$ cat src/rtl/axi4_lite_slave_responder_pkg.sv
// Shared state constants, response encodings and the address-decode result type
// for the AXI4-Lite slave responder.
package Axi4LiteGlobalsPkg;

  localparam logic [1:0] WR_IDLE   = 2'd0;
  localparam logic [1:0] WR_DELAY  = 2'd1;
  localparam logic [1:0] WR_ACCEPT = 2'd2;
  localparam logic [1:0] WR_RESP   = 2'd3;

  localparam logic [1:0] RD_IDLE   = 2'd0;
  localparam logic [1:0] RD_DELAY  = 2'd1;
  localparam logic [1:0] RD_ACCEPT = 2'd2;
  localparam logic [1:0] RD_RESP   = 2'd3;

  typedef enum logic [1:0] {
    WRITE_OKAY   = 2'b00,
    WRITE_EXOKAY = 2'b01,
    WRITE_SLVERR = 2'b10,
    WRITE_DECERR = 2'b11
  } brespEnum;

  typedef enum logic [1:0] {
    READ_OKAY   = 2'b00,
    READ_EXOKAY = 2'b01,
    READ_SLVERR = 2'b10,
    READ_DECERR = 2'b11
  } rrespEnum;

  // Index field is sized for the largest supported register file.
  localparam int MAX_INDEX_W = 8;

  typedef struct packed {
    logic [MAX_INDEX_W-1:0] index;
    logic                   decErr;
    logic                   slvErr;
  } addr_decode_t;

endpackage

$ cat src/rtl/axi4_lite_slave_responder_if.sv
// AXI4-Lite bus bundle between a master and the slave responder.
interface axi4_lite_slave_responder_if #(
  parameter int ADDRESS_WIDTH = 32,
  parameter int DATA_WIDTH    = 32
);
  logic [ADDRESS_WIDTH-1:0]  awaddr;
  logic [2:0]                awprot;
  logic                      awvalid;
  logic                      awready;
  logic [DATA_WIDTH-1:0]     wdata;
  logic [DATA_WIDTH/8-1:0]   wstrb;
  logic                      wvalid;
  logic                      wready;
  logic [1:0]                bresp;
  logic                      bvalid;
  logic                      bready;
  logic [ADDRESS_WIDTH-1:0]  araddr;
  logic [2:0]                arprot;
  logic                      arvalid;
  logic                      arready;
  logic [DATA_WIDTH-1:0]     rdata;
  logic [1:0]                rresp;
  logic                      rvalid;
  logic                      rready;

  modport slave (
    input  awaddr, awprot, awvalid, wdata, wstrb, wvalid, bready,
    input  araddr, arprot, arvalid, rready,
    output awready, wready, bresp, bvalid, arready, rdata, rresp, rvalid
  );

  modport master (
    output awaddr, awprot, awvalid, wdata, wstrb, wvalid, bready,
    output araddr, arprot, arvalid, rready,
    input  awready, wready, bresp, bvalid, arready, rdata, rresp, rvalid
  );
endinterface

$ cat src/rtl/axi4_lite_slave_responder_delay.sv
// Loadable down-counter pacing ready assertion; done flags the final wait cycle,
// clear drops a pending count when the master withdraws its request.
module axi4_lite_ready_delay_counter #(
  parameter int DELAY_WIDTH = 5
) (
  input  logic                   clk,
  input  logic                   rst_n,
  input  logic                   load,
  input  logic [DELAY_WIDTH-1:0] load_value,
  input  logic                   clear,
  input  logic                   dec,
  output logic                   done
);
  logic [DELAY_WIDTH-1:0] count;

  always_ff @(posedge clk or negedge rst_n) begin
    if (!rst_n) begin
      count <= '0;
    end else if (clear) begin
      count <= '0;
    end else if (load) begin
      count <= load_value;
    end else if (dec && count != '0) begin
      count <= count - 1'b1;
    end
  end

  assign done = (count == DELAY_WIDTH'(1));
endmodule

$ cat src/rtl/axi4_lite_slave_responder.sv
// AXI4-Lite slave: byte-strobed register file behind independent write/read FSMs with ready delay.
// Define AXI4_LITE_SLAVE_PROT_CHECK_EN to reject non-secure accesses to the upper register half.
module axi4_lite_slave_responder
  import Axi4LiteGlobalsPkg::*;
#(
  parameter int                       ADDRESS_WIDTH = 32,
  parameter int                       DATA_WIDTH    = 32,
  parameter int                       DELAY_WIDTH   = 5,
  parameter int                       NUM_REGS      = 16,
  parameter logic [ADDRESS_WIDTH-1:0] BASE_ADDR     = '0
) (
  input  logic                   aclk,
  input  logic                   aresetn,
  input  logic [DELAY_WIDTH-1:0] writeReadyDelay,
  input  logic [DELAY_WIDTH-1:0] readReadyDelay,
  axi4_lite_slave_responder_if.slave bus
);
  localparam int STRB_W = DATA_WIDTH / 8;
  localparam int BYTE_W = $clog2(STRB_W);
  localparam int IDX_W  = $clog2(NUM_REGS);

  // The decoded window is a power of two, so any set bit above it is out of range,
  // including addresses below BASE_ADDR that wrap to a large offset.
  function automatic addr_decode_t decode(input logic [ADDRESS_WIDTH-1:0] addr,
                                          input logic                     nonsecure);
    logic [ADDRESS_WIDTH-1:0] offset;
    addr_decode_t             d;
    offset   = addr - BASE_ADDR;
    d.index  = MAX_INDEX_W'(offset[BYTE_W +: IDX_W]);
    d.decErr = |offset[ADDRESS_WIDTH-1:BYTE_W+IDX_W];
`ifdef AXI4_LITE_SLAVE_PROT_CHECK_EN
    d.slvErr = !d.decErr && nonsecure && offset[BYTE_W+IDX_W-1];
`else
    d.slvErr = 1'b0 & nonsecure;
`endif
    return d;
  endfunction

  logic [1:0]            wr_state, wr_next;
  logic [1:0]            rd_state, rd_next;
  logic                  wr_load, wr_clear, wr_dec, wr_done;
  logic                  rd_load, rd_clear, rd_dec, rd_done;
  logic                  wr_req;
  addr_decode_t          wr_decode, rd_decode;
  logic [IDX_W-1:0]      wr_idx, rd_idx;
  logic [1:0]            bresp_q, rresp_q;
  logic [DATA_WIDTH-1:0] rdata_q;
  logic [DATA_WIDTH-1:0] regs [NUM_REGS];

  assign wr_req    = bus.awvalid && bus.wvalid;
  assign wr_decode = decode(bus.awaddr, bus.awprot[1]);
  assign rd_decode = decode(bus.araddr, bus.arprot[1]);
  assign wr_idx    = wr_decode.index[IDX_W-1:0];
  assign rd_idx    = rd_decode.index[IDX_W-1:0];

  axi4_lite_ready_delay_counter #(.DELAY_WIDTH(DELAY_WIDTH)) u_wr_delay (
    .clk(aclk), .rst_n(aresetn), .load(wr_load), .load_value(writeReadyDelay),
    .clear(wr_clear), .dec(wr_dec), .done(wr_done)
  );

  axi4_lite_ready_delay_counter #(.DELAY_WIDTH(DELAY_WIDTH)) u_rd_delay (
    .clk(aclk), .rst_n(aresetn), .load(rd_load), .load_value(readReadyDelay),
    .clear(rd_clear), .dec(rd_dec), .done(rd_done)
  );

  // Write channel: address and data must both be presented before the delay starts.
  always_comb begin
    wr_next  = wr_state;
    wr_load  = 1'b0;
    wr_clear = 1'b0;
    wr_dec   = 1'b0;
    case (wr_state)
      WR_IDLE: if (wr_req) begin
        wr_load = 1'b1;
        wr_next = (writeReadyDelay == '0) ? WR_ACCEPT : WR_DELAY;
      end
      WR_DELAY: begin
        if (!wr_req) begin
          wr_clear = 1'b1;
          wr_next  = WR_IDLE;
        end else if (wr_done) begin
          wr_next = WR_ACCEPT;
        end else begin
          wr_dec = 1'b1;
        end
      end
      WR_ACCEPT: wr_next = WR_RESP;
      WR_RESP:   if (bus.bready) wr_next = WR_IDLE;
      default:   wr_next = WR_IDLE;
    endcase
  end

  always_comb begin
    rd_next  = rd_state;
    rd_load  = 1'b0;
    rd_clear = 1'b0;
    rd_dec   = 1'b0;
    case (rd_state)
      RD_IDLE: if (bus.arvalid) begin
        rd_load = 1'b1;
        rd_next = (readReadyDelay == '0) ? RD_ACCEPT : RD_DELAY;
      end
      RD_DELAY: begin
        if (!bus.arvalid) begin
          rd_clear = 1'b1;
          rd_next  = RD_IDLE;
        end else if (rd_done) begin
          rd_next = RD_ACCEPT;
        end else begin
          rd_dec = 1'b1;
        end
      end
      RD_ACCEPT: rd_next = RD_RESP;
      RD_RESP:   if (bus.rready) rd_next = RD_IDLE;
      default:   rd_next = RD_IDLE;
    endcase
  end

  always_ff @(posedge aclk or negedge aresetn) begin
    if (!aresetn) begin
      wr_state <= WR_IDLE;
      rd_state <= RD_IDLE;
    end else begin
      wr_state <= wr_next;
      rd_state <= rd_next;
    end
  end

  // Register file update and write response capture.
  always_ff @(posedge aclk or negedge aresetn) begin
    if (!aresetn) begin
      for (int i = 0; i < NUM_REGS; i++) regs[i] <= '0;
      bresp_q <= WRITE_OKAY;
    end else if (wr_state == WR_ACCEPT) begin
      if (wr_decode.decErr) begin
        bresp_q <= WRITE_DECERR;
      end else if (wr_decode.slvErr) begin
        bresp_q <= WRITE_SLVERR;
      end else begin
        bresp_q <= WRITE_OKAY;
        for (int b = 0; b < STRB_W; b++) begin
          if (bus.wstrb[b]) regs[wr_idx][8*b +: 8] <= bus.wdata[8*b +: 8];
        end
      end
    end
  end

  // Reads sample the array before a coincident write lands, returning the old value.
  always_ff @(posedge aclk or negedge aresetn) begin
    if (!aresetn) begin
      rdata_q <= '0;
      rresp_q <= READ_OKAY;
    end else if (rd_state == RD_ACCEPT) begin
      if (rd_decode.decErr) begin
        rdata_q <= '0;
        rresp_q <= READ_DECERR;
      end else if (rd_decode.slvErr) begin
        rdata_q <= '0;
        rresp_q <= READ_SLVERR;
      end else begin
        rdata_q <= regs[rd_idx];
        rresp_q <= READ_OKAY;
      end
    end
  end

  assign bus.awready = (wr_state == WR_ACCEPT);
  assign bus.wready  = (wr_state == WR_ACCEPT);
  assign bus.bvalid  = (wr_state == WR_RESP);
  assign bus.bresp   = bresp_q;
  assign bus.arready = (rd_state == RD_ACCEPT);
  assign bus.rvalid  = (rd_state == RD_RESP);
  assign bus.rdata   = rdata_q;
  assign bus.rresp   = rresp_q;
endmodule

$ cat src/flat_wrapper.sv
// flat-port wrapper written by rule: the top's interface ports become plain ports
module axi4_lite_slave_responder_flat import Axi4LiteGlobalsPkg::*;
#(
  parameter int                       ADDRESS_WIDTH = 32,
  parameter int                       DATA_WIDTH    = 32,
  parameter int                       DELAY_WIDTH   = 5,
  parameter int                       NUM_REGS      = 16,
  parameter logic [ADDRESS_WIDTH-1:0] BASE_ADDR     = '0
)
  (aclk, aresetn, writeReadyDelay, readReadyDelay, bus_awaddr, bus_awprot, bus_awvalid, bus_wdata, bus_wstrb, bus_wvalid, bus_bready, bus_araddr, bus_arprot, bus_arvalid, bus_rready, bus_awready, bus_wready, bus_bresp, bus_bvalid, bus_arready, bus_rdata, bus_rresp, bus_rvalid);
  axi4_lite_slave_responder_if #(.ADDRESS_WIDTH(ADDRESS_WIDTH), .DATA_WIDTH(DATA_WIDTH)) bus_i ();
  input  logic aclk;
  input  logic aresetn;
  input  logic [DELAY_WIDTH-1:0] writeReadyDelay;
  input  logic [DELAY_WIDTH-1:0] readReadyDelay;
  input wire logic [$bits(bus_i.awaddr)-1:0] bus_awaddr;
  input wire logic [$bits(bus_i.awprot)-1:0] bus_awprot;
  input wire logic [$bits(bus_i.awvalid)-1:0] bus_awvalid;
  input wire logic [$bits(bus_i.wdata)-1:0] bus_wdata;
  input wire logic [$bits(bus_i.wstrb)-1:0] bus_wstrb;
  input wire logic [$bits(bus_i.wvalid)-1:0] bus_wvalid;
  input wire logic [$bits(bus_i.bready)-1:0] bus_bready;
  input wire logic [$bits(bus_i.araddr)-1:0] bus_araddr;
  input wire logic [$bits(bus_i.arprot)-1:0] bus_arprot;
  input wire logic [$bits(bus_i.arvalid)-1:0] bus_arvalid;
  input wire logic [$bits(bus_i.rready)-1:0] bus_rready;
  output wire logic [$bits(bus_i.awready)-1:0] bus_awready;
  output wire logic [$bits(bus_i.wready)-1:0] bus_wready;
  output wire logic [$bits(bus_i.bresp)-1:0] bus_bresp;
  output wire logic [$bits(bus_i.bvalid)-1:0] bus_bvalid;
  output wire logic [$bits(bus_i.arready)-1:0] bus_arready;
  output wire logic [$bits(bus_i.rdata)-1:0] bus_rdata;
  output wire logic [$bits(bus_i.rresp)-1:0] bus_rresp;
  output wire logic [$bits(bus_i.rvalid)-1:0] bus_rvalid;
  assign bus_i.awaddr = bus_awaddr;
  assign bus_i.awprot = bus_awprot;
  assign bus_i.awvalid = bus_awvalid;
  assign bus_i.wdata = bus_wdata;
  assign bus_i.wstrb = bus_wstrb;
  assign bus_i.wvalid = bus_wvalid;
  assign bus_i.bready = bus_bready;
  assign bus_i.araddr = bus_araddr;
  assign bus_i.arprot = bus_arprot;
  assign bus_i.arvalid = bus_arvalid;
  assign bus_i.rready = bus_rready;
  assign bus_awready = bus_i.awready;
  assign bus_wready = bus_i.wready;
  assign bus_bresp = bus_i.bresp;
  assign bus_bvalid = bus_i.bvalid;
  assign bus_arready = bus_i.arready;
  assign bus_rdata = bus_i.rdata;
  assign bus_rresp = bus_i.rresp;
  assign bus_rvalid = bus_i.rvalid;
  axi4_lite_slave_responder #(.ADDRESS_WIDTH(ADDRESS_WIDTH), .DATA_WIDTH(DATA_WIDTH), .DELAY_WIDTH(DELAY_WIDTH), .NUM_REGS(NUM_REGS), .BASE_ADDR(BASE_ADDR)) u_core (.aclk(aclk), .aresetn(aresetn), .writeReadyDelay(writeReadyDelay), .readReadyDelay(readReadyDelay), .bus(bus_i));
endmodule
$ cat config.mk
export PLATFORM = sky130hd
export DESIGN_NAME = axi4_lite_slave_responder_flat
export DESIGN_NICKNAME = d
export VERILOG_FILES = /design/src/rtl/axi4_lite_slave_responder_pkg.sv /design/src/rtl/axi4_lite_slave_responder_if.sv /design/src/rtl/axi4_lite_slave_responder_delay.sv /design/src/rtl/axi4_lite_slave_responder.sv /design/src/flat_wrapper.sv
export SDC_FILE = /design/constraint.sdc
export NUM_CORES = 1
export LEC_CHECK = 0
export CAP_MARGIN = 10
export CORE_MARGIN = 3
export CORE_UTILIZATION = 30
export CTS_CLUSTER_DIAMETER = 30
export DETAILED_ROUTE_END_ITERATION = 6
export GPL_TIMING_DRIVEN = 0
export PLACE_DENSITY_LB_ADDON = 0.1
export SLEW_MARGIN = 20
export SYNTH_ARGS = -nofsm -noshare
export SYNTH_HDL_FRONTEND = slang
export SYNTH_SLANG_ARGS = --single-unit
$ cat constraint.sdc
create_clock -name aclk -period 3.3 [get_ports aclk]
set_input_delay 0.33 -clock aclk [delete_from_list [all_inputs] [get_ports aclk]]
set_output_delay 0.33 -clock aclk [all_outputs]
set_load 0.005 [all_outputs]
# Yosys cells after proc, flatten, opt, wreduce, memory -nomap -nowiden
# Index checks and enable logic that the tools add are counted.
# op_classes
addsub	2
mul	0
div_mod_pow	0
n_lt_le_gt_ge	3
eq_ne	14
shifts	0
mux	60
bitwise_logic	3
reduce_logical	17
# op_table
operator	count
512-bit 2-to-1 mux	10
512-bit bitwise mux	4
32-bit demux with 4-bit select	4
32-bit binary-select mux with 4-bit select	1
32-bit 2-to-1 mux	4
26-bit OR reduction	2
5-bit 2-to-1 mux	6
2-bit 2-to-1 mux	12
24-bit 2-to-1 mux	1
16-bit 2-to-1 mux	1
2-bit case mux with 4 select lines	2
1-bit 2-to-1 mux	14
5-bit by 1-bit == test with 1-bit output, second input constant	2
5-bit greater-or-equal comparator, second input constant	2
5-bit logical NOT	2
4-bit inverter with 5-bit output	2
5-bit nonzero test	2
5-bit by 1-bit subtractor with 5-bit output, second input constant	2
2-bit == test, second input constant	4
8-bit 2-to-1 mux	1
2-bit != test, second input constant	3
3-bit AND reduction	2
3-bit nonzero test	2
5-bit by 1-bit < comparator with 1-bit output, second input constant	1
other kinds (8)	13
# word_totals
register_bits	562
latchBits	0
ram_bits	0
rom_bits	0
inputBits	123
out_inout_bits	41
elab_cells	122
n_memories	0

# Logic depth before layout (Yosys ltp)
# logic_depth
word_depth	19
mapped_depth	7
mapped_depth_nobuf	6

# Modules after synthesis
# A second synthesis with hierarchy kept.
# unflattened
cells_unflattened	2027
area_unflattened_um2	27132.3
# modules_own_cells
mod	n_inst	cells_each	area_per_inst_um2	seq_area_each_um2
axi4_lite_slave_responder	1	1951	26419.1	13763.2
axi4_lite_ready_delay_counter	2	38	356.6	125.1

# Worst setup path before layout
# OpenSTA, ideal clock, no wires.
# synth_timing
path_kind	input port to flip-flop
from	in bus_awaddr[29]
to	reg u_core.regs[240] in the netlist's numbering
setup_ns	0.125
arrival_ns	2.228
required_time_ns	3.175
setup_slack_ns	0.947
path_stages	5
path_buffers	1
path_cell_list	nor4_2 nand4_2 buf_6 nor3_4 mux2_4
# synth_between
elab_chain_cells	3
# synth_lines
element	line_no	source
start, declared	flat_wrapper.sv:16	input wire logic [$bits(bus_i.awaddr)-1:0] bus_awaddr;
26-bit OR reduction	axi4_lite_slave_responder.sv:30	d.decErr = |offset[ADDRESS_WIDTH-1:BYTE_W+IDX_W];
1-bit inverter (no source line)	-	
2-bit AND reduction (no source line)	-	
end signal, assigned by index	axi4_lite_slave_responder.sv:142	if (bus.wstrb[b]) regs[wr_idx][8*b +: 8] <= bus.wdata[8*b +: 8];
end, declared	axi4_lite_slave_responder.sv:48	logic [DATA_WIDTH-1:0] regs [NUM_REGS];
# No other way between the ends.
# A chain may end at the register's enable or synchronous reset.

# Worst setup path after layout
# layout_timing
from	reg u_core.wr_state[0]
to	reg u_core.regs[261] in the netlist's numbering
# layout_between
elab_chain_cells	2
# layout_lines
element	line_no	source
start, declared	axi4_lite_slave_responder.sv:39	logic [1:0] wr_state, wr_next;
start signal, assigned	axi4_lite_slave_responder.sv:124	wr_state <= wr_next;
2-bit == test	axi4_lite_slave_responder.sv:134	end else if (wr_state == WR_ACCEPT) begin
2-bit AND reduction (no source line)	-	
# No other way between the ends.

==> impl_metrics.json <==
{
  "outcome": "finished, final reports clean",
  "critPathMaxStageDelay_ns": 0.68,
  "hold_path.class": "in2async",
  "postPlaceCellArea_mm2": 0.0295,
  "area_delta_synth_final_pct": 34.5,
  "end_kind": "register",
  "start_util_pct": 30.5,
  "crit_type": "reg2reg",
  "setup.worst_path.start_class": "register",
  "crit_fanout": 10,
  "mostFrequentLayoutCells": "560 x dfrtp_1, 479 x mux2_2, 254 x mux2i_1",
  "synth_area_mm2": 0.0263,
  "synth_edf_count": 0,
  "yosys_warnings": 0,
  "post-route-period-util_pct": 94.6,
  "synth_nets": 2072,
  "synth_cell_type_count": 49,
  "drt_iter0_markers": 909,
  "nFillCells": 8035,
  "overflow": 0,
  "dp_hpwl_mm": 56.2,
  "power.leakage_uw": 0.0173,
  "io_buffers": 152,
  "tns_ns": 0,
  "cts-root-buf": "clkbuf_16",
  "critPathArrivalTime_ns": 3.69,
  "clock_sinks": 560,
  "design.core.area_mm2": 0.0861,
  "synth_top_flop_cell": "dfrtp_1",
  "cts_tree": "built",
  "path_clk_slew_ns": 0.04,
  "design_area_mm2": 0.0354,
  "syn-mean-instance-area_um2": 13.5,
  "instances_no_fill": 3554,
  "vias": 17807,
  "worst_pin_slew_ns": 1.16,
  "fin_util_pct": 41.1,
  "register_area_mm2": 0.0140,
  "multi_input_area_mm2": 0.0119,
  "grt_pass1_vias": 19415,
  "hold_viol": 0,
  "die_h_um": 302,
  "clk_path_buf_depth": 3,
  "mostFrequentLayoutCell": "dfrtp_1",
  "viasPerCell": 5.01,
  "grt_use_total_pct": 19.1,
  "crit_path_top_delay_cell": "nor3_4",
  "drtAntennaViolNets": 0,
  "drcViolationCount": 0,
  "slew_viol_final": 0,
  "crit_buf_inv": 2,
  "dieArea_mm2": 0.0912,
  "setup_viol": 0,
  "die_width_um": 302,
  "grt_antenna_before_repair": 4,
  "cts_buffers": 150,
  "grt_pass1_wl_mm": 128,
  "powerDensity_mw_per_mm2": 689,
  "grt_max_degree": 97,
  "dr.pass1.iters": 5,
  "ios": 164,
  "place_inst": 3248,
  "rsz0062_at_grt": "false",
  "worstPathCellList": "nor4b_1, nand4_1, buf_1, buf_2, nor3_4, mux2_2",
  "relSlewSlack_pct": 22.5,
  "drt_wl_total_mm": 86.2,
  "skew_ns": 0.0192,
  "clk_latency_ns": 0.69,
  "total_power_uw": 24400,
  "gp_congestion": 0.799,
  "cap_viol_max_count": 0,
  "synthArstFlopShare_pct": 100,
  "fmax_mhz": 320,
  "row_count": 107,
  "nNetsFinal": 2410,
  "min_period_ns": 3.12,
  "routedWlPerCell_um": 24.3,
  "ir_drop_mv": 0.431,
  "synthCells": 1945,
  "synth_seq_area_share_pct": 53.3,
  "critPathTopFamily": "simple AND/OR/NAND/NOR gates",
  "required_ns": 3.87,
  "synth-seq-cells": 560,
  "drive_above_1_share_pct": 37.3,
  "cts_max_level": 4
}
==> through the flow <==
stage                     worst slack (ns)  hold slack, ns
final                                0.178           0.105
after global placement              -23.52           0.468
after global routing                0.0114          0.0890
after detailed placement            -0.836           0.206
after floorplan                      0.947          0.0344
after CTS                          -0.0112          0.0645
==> Yosys cell counts (5+ instances only) <==
master	number	area (µm²)
mux2i_1	254	2540
nor2_1	42	158
o31ai_1	32	240
nor3_4	40	651
nor4_1	11	68.8
a21oi_1	5	25.0
clkbuf_1	81	304
buf_2	16	80.1
nand2_1	60	225
dfrtp_1	560	14000
buf_1	15	56.3
o22ai_1	94	588
inv_1	8	30.0
o21ai_0	41	205
nor2b_1	9	56.3
mux2_4	24	360
mux2_2	479	5390
nand3_1	10	50.1
nor3_1	70	350
mux2_1	9	101
nor3_2	24	240
buf_4	5	37.5
==> layer usage <==
metal	wire length, µm	global-route usage (%)	vias up
li1	-	-	7958
met1	38500	25.0	9255
met2	41200	31.5	430
met3	4070	3.89	164
met4	2450	6.65	0
met5	0	0	-
==> state kept, by name, summed over array words and instances (netlist names) <==
signal and count:
u_core.bus.bresp 1, u_core.bus.rdata 32, u_core.bus.rresp 1, u_core.rd_state 2, u_core.regs 512, u_core.u_rd_delay.count 5
u_core.u_wr_delay.count 5, u_core.wr_state 2
==> worst paths after layout <==
kind / startpoint / endpoint / slack [ns] / cells after the start
min in group aclk: bus_rready / u_core.rd_state[1]$_DFFE_PN0P_ / 0.25 / 4
worst max-delay path: u_core.wr_state[0]$_DFFE_PN0P_ / u_core.regs[261]$_DFFE_PN0P_ / 0.18 / 6
worst min register to register: u_core.bus.rdata[15]$_DFFE_PN0P_ / u_core.bus.rdata[15]$_DFFE_PN0P_ / 0.47 / 2
worst min-delay path: aresetn / u_core.regs[276]$_DFFE_PN0P_ / 0.11 / 2
worst max register to register: u_core.wr_state[0]$_DFFE_PN0P_ / u_core.regs[261]$_DFFE_PN0P_ / 0.18 / 6
max in group asynchronous: aresetn / u_core.regs[484]$_DFFE_PN0P_ / 1.52 / 5
==> area by class of cell <==
type / count / share of cell area [%]
Tap cell: 1144 / 4.05
Inverter: 8 / 0.0849
Sequential cell: 560 / 39.6
Timing Repair Buffer: 186 / 6.11
Clock inverter: 64 / 2.59
Multi-Input combinational cell: 1258 / 33.7
Buffer: 119 / 1.48
Antenna cell: 3 / 0.0212
Clock buffer: 212 / 12.4
==> kinds of logic after synthesis <==
family / share of synthesized area, %
XOR/XNOR: 0.100
flip-flops: 53.3
AND/OR/NAND/NOR: 7.66
adder cells (fa/ha/maj): 0.190
AO/OA/AOI/OAI: 4.62
buffers and inverters: 2.02
multiplexers: 32.1
==> what timing repair did <==
action                     in CTS  in global routing
hold endpoints to repair      190                  0
resized for setup               6                  6
setup endpoints to repair      81                145
pin swaps                       7                 17
buffers inserted               12                 14
hold buffers                    1                  0
==> where the power goes <==
part | leakage (µW) | internal [µW] | switching, µW | total (µW)
sequential | 0.00779 | 7150 | 230 | 7380
combinational | 0.00688 | 891 | 1140 | 2030
clock | 0.00258 | 10700 | 4280 | 15000
total | 0.0173 | 18700 | 5640 | 24400
==> worst register-to-register path: cells and delay by family (launching register included) <==
family	cells	cell delay, ns
simple gates	3	1.31
flops	1	0.41
mux	1	0.42
buf+inv	2	0.86
(Power assumes the default switching activity.)
